--- src/rtl/instr_mem_ctrl_pkg.sv ---
// Shared fetch-pipeline definitions: address width, NOP encoding, imem FSM states.
package pipeline;

  localparam int          XLEN      = 32;
  localparam logic [31:0] NOP_INSTR = 32'h0000_0013;

  typedef enum logic [2:0] {
    S_IDLE  = 3'd0,
    S_WAIT  = 3'd1,
    S_ISSUE = 3'd2,
    S_READ  = 3'd3,
    S_RESP  = 3'd4
  } imem_state_e;

  // Zero every byte lane whose select bit is clear.
  function automatic logic [31:0] sel_mask(input logic [31:0] d, input logic [3:0] s);
    logic [31:0] r;
    r = '0;
    for (int b = 0; b < 4; b++) r[8*b +: 8] = s[b] ? d[8*b +: 8] : 8'h00;
    return r;
  endfunction

endpackage

--- src/rtl/instr_mem_ctrl_lat_counter.sv ---
// Loadable down-counter with a zero flag; stops at zero.
module lat_counter #(
  parameter int W = 4
) (
  input  logic         clk,
  input  logic         reset_n,
  input  logic         i_load,
  input  logic [W-1:0] i_val,
  input  logic         i_dec,
  output logic         o_zero
);

  logic [W-1:0] r_cnt;

  // Load has priority over decrement; decrement saturates at zero.
  always_ff @(posedge clk or negedge reset_n) begin
    if (!reset_n)                       r_cnt <= '0;
    else if (i_load)                    r_cnt <= i_val;
    else if (i_dec && (r_cnt != '0))    r_cnt <= r_cnt - 1'b1;
  end

  assign o_zero = (r_cnt == '0);

endmodule

--- src/rtl/instr_mem_ctrl.sv ---
// Instruction-bus responder: serves fetch reads from a synchronous SRAM with
// configurable wait states and read latency, flags bad addresses, and drops
// the response for requests the fetch unit abandons.
module instr_mem_ctrl #(
  parameter int               XLEN        = pipeline::XLEN,
  parameter logic [XLEN-1:0]  BASE_ADDR   = '0,
  parameter int               DEPTH_WORDS = 1024,
  parameter int               WAIT_STATES = 0,
  parameter int               MEM_LAT     = 1,
  localparam int              AW          = $clog2(DEPTH_WORDS)
) (
  input  logic            clk,
  input  logic            reset_n,
  input  logic            re,
  input  logic [3:0]      sel,
  input  logic [XLEN-1:0] addr,
  output logic            ack,
  output logic [31:0]     instr,
  output logic            err,
  output logic            mem_en,
  output logic [AW-1:0]   mem_addr,
  input  logic [31:0]     mem_rdata
);
  import pipeline::*;

  localparam logic [XLEN-1:0] SPAN  = XLEN'(4 * DEPTH_WORDS);
  localparam logic [3:0]      WS_LD = (WAIT_STATES > 0) ? 4'(WAIT_STATES - 1) : 4'd0;
  localparam logic [3:0]      ML_LD = 4'(MEM_LAT - 1);

  imem_state_e     r_state;
  logic [XLEN-1:0] r_addr;
  logic [3:0]      r_sel;
  logic            r_live;   // cleared once re drops mid-transaction
  logic            r_err;
  logic [31:0]     r_data;   // response word for the current transaction
  logic [31:0]     r_hold;   // last word actually delivered

  logic [XLEN-1:0] w_off;
  logic            w_bad, w_ack, w_wait_zero, w_lat_zero;

  // Range check runs on the full-width offset, before truncation to AW.
  assign w_off = r_addr - BASE_ADDR;
  assign w_bad = (r_addr[1:0] != 2'b00) || (r_addr < BASE_ADDR) || (w_off >= SPAN);

  lat_counter #(.W(4)) u_wait_cnt (
    .clk(clk), .reset_n(reset_n),
    .i_load((r_state == S_IDLE) && re), .i_val(WS_LD),
    .i_dec(r_state == S_WAIT), .o_zero(w_wait_zero)
  );

  lat_counter #(.W(4)) u_lat_cnt (
    .clk(clk), .reset_n(reset_n),
    .i_load((r_state == S_ISSUE) && !w_bad), .i_val(ML_LD),
    .i_dec(r_state == S_READ), .o_zero(w_lat_zero)
  );

  // Transaction sequencing; the abandon flag tracks re through WAIT..READ.
  always_ff @(posedge clk or negedge reset_n) begin
    if (!reset_n) begin
      r_state <= S_IDLE;
      r_addr  <= '0;
      r_sel   <= '0;
      r_live  <= 1'b0;
      r_err   <= 1'b0;
      r_data  <= NOP_INSTR;
    end else begin
      case (r_state)
        S_IDLE: if (re) begin
          r_addr  <= addr;
          r_sel   <= sel;
          r_live  <= 1'b1;
          r_state <= (WAIT_STATES > 0) ? S_WAIT : S_ISSUE;
        end
        S_WAIT: begin
          r_live <= r_live & re;
          if (w_wait_zero) r_state <= S_ISSUE;
        end
        S_ISSUE: begin
          r_live <= r_live & re;
          r_err  <= w_bad;
          if (w_bad) begin
            r_data  <= NOP_INSTR;
            r_state <= S_RESP;
          end else begin
            r_state <= S_READ;
          end
        end
        S_READ: begin
          r_live <= r_live & re;
          if (w_lat_zero) begin
            r_data  <= sel_mask(mem_rdata, r_sel);
            r_state <= S_RESP;
          end
        end
        S_RESP:  r_state <= S_IDLE;
        default: r_state <= S_IDLE;
      endcase
    end
  end

  // Remember the delivered word so instr only changes alongside ack.
  always_ff @(posedge clk or negedge reset_n) begin
    if (!reset_n)   r_hold <= NOP_INSTR;
    else if (w_ack) r_hold <= r_data;
  end

  assign w_ack    = (r_state == S_RESP) && r_live && re;
  assign ack      = w_ack;
  assign err      = w_ack && r_err;
  assign instr    = w_ack ? r_data : r_hold;
  assign mem_en   = (r_state == S_ISSUE) && !w_bad;
  assign mem_addr = mem_en ? w_off[AW+1:2] : '0;

endmodule

--- config.mk ---
export PLATFORM = sky130hd
export DESIGN_NAME = instr_mem_ctrl
export DESIGN_NICKNAME = d
export VERILOG_FILES = /design/src/rtl/instr_mem_ctrl_pkg.sv /design/src/rtl/instr_mem_ctrl_lat_counter.sv /design/src/rtl/instr_mem_ctrl.sv
export SDC_FILE = /design/constraint.sdc
export NUM_CORES = 1
export LEC_CHECK = 0
export ABC_CLOCK_PERIOD_IN_PS = 3300
export BUFFER_PORTS_ARGS = -buffer_cell sky130_fd_sc_hd__clkbuf_2
export CAP_MARGIN = 20
export CORE_ASPECT_RATIO = 0.5
export CORE_MARGIN = 2
export CORE_UTILIZATION = 59
export CTS_BUF_LIST = sky130_fd_sc_hd__clkbuf_4
export DETAILED_ROUTE_END_ITERATION = 16
export PLACE_DENSITY_LB_ADDON = 0.05
export SLEW_MARGIN = 30
export SYNTH_ARGS = -nofsm -noshare
export SYNTH_HDL_FRONTEND = slang
export SYNTH_SLANG_ARGS = --single-unit
--- constraint.sdc ---
create_clock -name clk -period 3.3 [get_ports clk]
set_input_delay 0.165 -clock clk [delete_from_list [all_inputs] [get_ports clk]]
set_output_delay 0.165 -clock clk [all_outputs]
set_load 0.02 [all_outputs]
# Word level (Yosys, flattened, before mapping)
# Cells that the tools add are included.
[word_totals]
input_bits = 71
out_inout_bits = 45
register_bits = 113
elab_cells = 67
[op_classes]
n_reduce_logical = 25
addsub = 2
muxes = 20
n_lt_le_gt_ge = 2
eq_ne = 8
n_bitwise = 1
[op_table]
columns = ["cell", "n"]
rows = [
  ["32-bit two-way mux", 3],
  ["32-bit one-hot mux with 2 select lines", 1],
  ["32-bit by 13-bit >= comparator with 1-bit output (second input constant)", 1],
  ["32-bit by 1-bit < comparator with 1-bit output (second input constant)", 1],
  ["8-bit two-way mux", 4],
  ["4-bit two-way mux", 4],
  ["3-bit two-way mux", 4],
  ["3-bit one-hot mux with 4 select lines", 1],
  ["10-bit two-way mux", 1],
  ["2-bit nonzero test", 5],
  ["4-bit logical NOT", 2],
  ["2-bit != test (second input constant)", 4],
  ["4-bit nonzero test", 2],
  ["4-bit by 1-bit subtractor with 4-bit output (second input constant)", 2],
  ["1-bit logical AND", 7],
  ["3-bit by 2-bit equality test with 1-bit output (second input constant)", 2],
  ["3-bit AND reduction", 2],
  ["2-bit AND reduction", 2],
  ["3-bit by 1-bit equality test with 1-bit output (second input constant)", 1],
  ["3-bit equality test (second input constant)", 1],
  ["3-bit logical NOT", 1],
  ["3-bit OR reduction", 1],
  ["1-bit logical OR", 2],
  ["1-bit one-hot mux with 2 select lines", 1],
  ["other kinds (3)", 3],
]

# Depth between registers and ports, before layout
[logic_depth]
depth_word = 6
mapped_depth = 8
depth_no_buf = 6

# By module
# Synthesis repeated with hierarchy kept, for this count alone.
[hier_totals]
hier_cells = 423
hier_area_um2 = 5024.8
[modules_own_cells]
columns = ["mod", "cells_per_inst", "area_per_inst_um2", "seq_area_each_um2", "n_inst"]
rows = [
  ["instr_mem_ctrl", 369, 4484.3, 2635.0, 1],
  ["lat_counter", 27, 270.3, 100.1, 2],
]

# Least setup slack after synthesis
# Ideal clock, no wire load.
[synth_timing]
path_type = "flip-flop to flip-flop"
from = "reg r_state[0]"
to = "reg r_hold[0]"
path_slack_ns = 1.494
arrival_ns = 1.631
setup_ns = 0.174
required_ns = 3.126
stages_incl_launch_ff = 6
cell_sequence = "dfrtp_1 > buf_6 > nor2_1 > nand4_4 > buf_2 > o21ai_0"
[synth_via]
elab_chain_len = 4
[synth_lines]
columns = ["item", "line", "text"]
rows = [
  ["start: declaration", "instr_mem_ctrl.sv:30", "imem_state_e r_state;"],
  ["start signal: assignment", "instr_mem_ctrl.sv:72", "r_state <= (WAIT_STATES > 0) ? S_WAIT : S_ISSUE;"],
  ["3-bit equality test", "instr_mem_ctrl.sv:107", "assign w_ack = (r_state == S_RESP) && r_live && re;"],
  ["1-bit logical AND (2 in a row)", "instr_mem_ctrl.sv:107", ""],
  ["32-bit two-way mux", "n/a", ""],
  ["net instr[0]", "instr_mem_ctrl.sv:18", "output logic [31:0] instr,"],
  ["end signal: assignment", "instr_mem_ctrl.sv:104", "else if (w_ack) r_hold <= r_data;"],
  ["end: declaration", "instr_mem_ctrl.sv:36", "logic [31:0] r_hold;"],
]
# The timed path passes the listed nets, and every way through them passes these cells.
# A chain may end at the register's enable or synchronous reset.

# Worst setup path after layout
[layout_timing]
from = "reg r_state[0]"
to = "out instr[1]"
[layout_via]
elab_chain_len = 4
[layout_lines]
columns = ["item", "line"]
rows = [
  ["3-bit equality test", "instr_mem_ctrl.sv:107"],
  ["1-bit logical AND (2 in a row)", "instr_mem_ctrl.sv:107"],
  ["32-bit two-way mux", "n/a"],
  ["end: declaration", "instr_mem_ctrl.sv:18"],
]
# Every way passes these cells.

==> results.yml <==
placement:
  dp_hpwl_mm: 6.31
  gp_congestion: 0.760
  dp_cells: 559
  place_ws_ns: 0.812
  port_buffers: 115
  placed_cell_area_mm2: 0.00534
drt:
  wirelength_mm: 10.9
  route.met2.wl_mm: 5.26
  wl_per_cell_um: 16.4
  vias: 3412
  wl_met1_mm: 4.81
  drt_first_pass_iters: 4
  met3_length_um: 679
  dr.first_iter.drc_count: 190
  drc: 0
  via_per_inst: 5.16
  ant_nets: 0
  top_layer_used: "met4"
worst_setup_path:
  worstPathCellList: "nor2_1 -> nand4_4 -> o21ai_0 -> clkbuf_2"
  crit_family: "simple AND/OR/NAND/NOR gates"
  worst-path-buf-inv: 1
  critical_path_class: "flop to output port"
  startpoint_type: "flop"
  slowest_delay_ns: 0.55
  crit_slowest_cell: "nand4_4"
  cp-end-kind: "output port"
  required_ns: 3.13
  arrival_ns: 2.69
  path_max_fanout: 36
global_route:
  first_global_vias: 3597
  grt_usage_pct: 26.7
  gr-total-overflow: 0
  grt_max_degree: 114
  grt_pass1_wl_mm: 17.4
  antenna_found_initial: 1
cells_and_area:
  final_cells: 661
  mostFrequentLayoutCell: "clkbuf_2"
  final_cell_mix: "clkbuf_2, dfrtp_1, dlygate4sd3_1, mux2_2, a21o_1"
  fill_cells: 508
  multiInputGateArea_mm2: 0.00173
  nets: 609
  layout.area.seq_mm2: 0.00284
  syn_to_final_growth_pct: 32.1
  final_cell_area_mm2: 0.00624
  drive_above_1_share_pct: 39.2
clocking:
  cts_resized: 0
  clk-insertion-delay-late_ns: 0.51
  cts_sinks: 113
  htreeDepth: 4
  cts_max_path_buffers: 2
  clkSlewWorstSetupHoldPaths_ns: 0.10
  cts_setup_buffers: 0
  cts_tree: "built"
  root_buffer: "clkbuf_4"
  cts_made_buffers: 17
  cts_hold_buf: 69
die:
  coreArea_mm2: 0.00789
  die_w_um: 131
  start_util_pct: 59.9
  pin_count: 116
  die_h_um: 67.3
  dieArea_mm2: 0.00879
  row_count: 23
logic_synthesis:
  synth_top_family_by_area: "multiplexers"
  netlist_instances: 348
  syn_avg_cell_area_um2: 13.6
  synth_simple_gate_area_share_pct: 12.5
  async_reset_ff_share_pct: 100
  yosys.area.top_type: "dfrtp_1"
  yosys_register_bits: 113
  synth_top_cell_area_share_pct: 56.7
  syn_area_mm2: 0.00473
  synth_flop_cell: "dfrtp_1"
  synth_xor_xnor_area_share_pct: 1.11
  synth_compound_area_share_pct: 6.75
  ys_types: 41
  synth_mux_area_share_pct: 15.5
  synth-edff-count: 0
  ys_warn_count: 0
  synthAdderAreaFrac_pct: 0.794
  synth_nets: 422
  ys_seq_area_share_pct: 60.0
  synth.area.top_cells: "dfrtp_1, mux2_2, a21o_1"
sta:
  rsz0062_at_grt: "false"
  tns_ns: 0
  slew_headroom_pct: 37.5
  min_period_over_period_pct: 86.6
  final_hold_viol_count: 0
  tightest_slew_ns: 0.937
  drv_slew: 0
  min_period_ns: 2.86
  fin_ws_ns: 0.443
  clock_skew_ns: 0.0202
  finalSetupViolations: 0
  fmax_mhz: 350
status:
  outcome: "finished, final reports clean"
pwr:
  leakage_uw: 0.00346
  p_per_area_mw_per_mm2: 568
  peakVddDrop_mv: 0.396
run:
  maxCapViolCount: 0
min_path:
  holdCritPathClass: "input pin to flop"
## logic make-up after synthesis
family / Yosys count
buffers and inverters: 26
adders and majority gates: 3
AOI/OAI and AO/OA: 42
and+or+nand+nor: 93
xor gates and xnor gates: 6
DFF: 113
muxes: 65
## synth_stat cells (4+ instances only)
library cell and n:
and2_0 4, buf_6 4, and4_1 5, o21ai_0 5, and3_1 25, dfstp_2 6
buf_2 6, mux2_1 10, dfrtp_1 107, and2_1 11, buf_4 6, mux2_2 55
a21o_1 29, nand2_1 11, inv_1 9, nor3_1 4, nor2_1 12, xor2_1 4
## stage by stage
stage / utilization [%] / total power, uW / hold WS [ns]
5_1_grt: 79.2 / 3750 / 0.0203
6_report: 79.2 / 3540 / 0.0672
4_1_cts: 79.1 / 3530 / 0.0297
2_1_floorplan: - / 2480 / -0.131
3_5_place_dp: 67.7 / 2680 / 0.290
3_3_place_gp: 67.7 / 2610 / 0.279
## where the power goes
group          switching, uW  internal, uW
combinational            468           419
sequential               187          1660
clock                    499           310
total                   1150          2390
## path summary, 6_finish.rpt
check | startpoint | endpoint | slack (ns) | depth (start not counted)
min | mem_rdata[2] | r_data[2] | 0.07 | 3
max | r_state[0] | instr[1] | 0.44 | 4
max reg2reg | u_lat_cnt.r_cnt[0] | r_data[20] | 0.82 | 6
min reg2reg | r_data[1] | r_data[1] | 0.48 | 2
min in group asynchronous | reset_n | r_hold[17] | 0.25 | 3
max in group asynchronous | reset_n | u_wait_cnt.r_cnt[0] | 2.57 | 3
## worst register-to-register path, stage by stage, from the launching register on
cell     delay [ns]
dfrtp_1        0.39
inv_1          0.12
ha_1           0.17
or3b_4         0.42
a21oi_4        0.56
o21ai_4        0.41
a21o_1         0.30
## sequential cells by signal, summed over array words and instances, names as in the netlist
name and flops:
r_state 3, u_lat_cnt.r_cnt 4, r_hold 32, r_addr 32
r_sel 4, u_wait_cnt.r_cnt 4, r_data 32, r_err 1
r_live 1
## cell type report
cell class	count	share of cell area [%]
tap	112	2.24
multi-input combinational	209	27.8
timing repair buffer	185	20.6
antenna	1	0.0401
clock inverter	11	0.802
inverter	9	0.541
sequential	113	45.4
clock buffer	21	2.53
## metal layers
metal  track usage [%]  vias up
li1                  -     1608
met1              33.5     1680
met2              45.0      112
met3              10.3       12
met4              5.85        0
met5                 0        -
(Power assumes the default switching activity.)
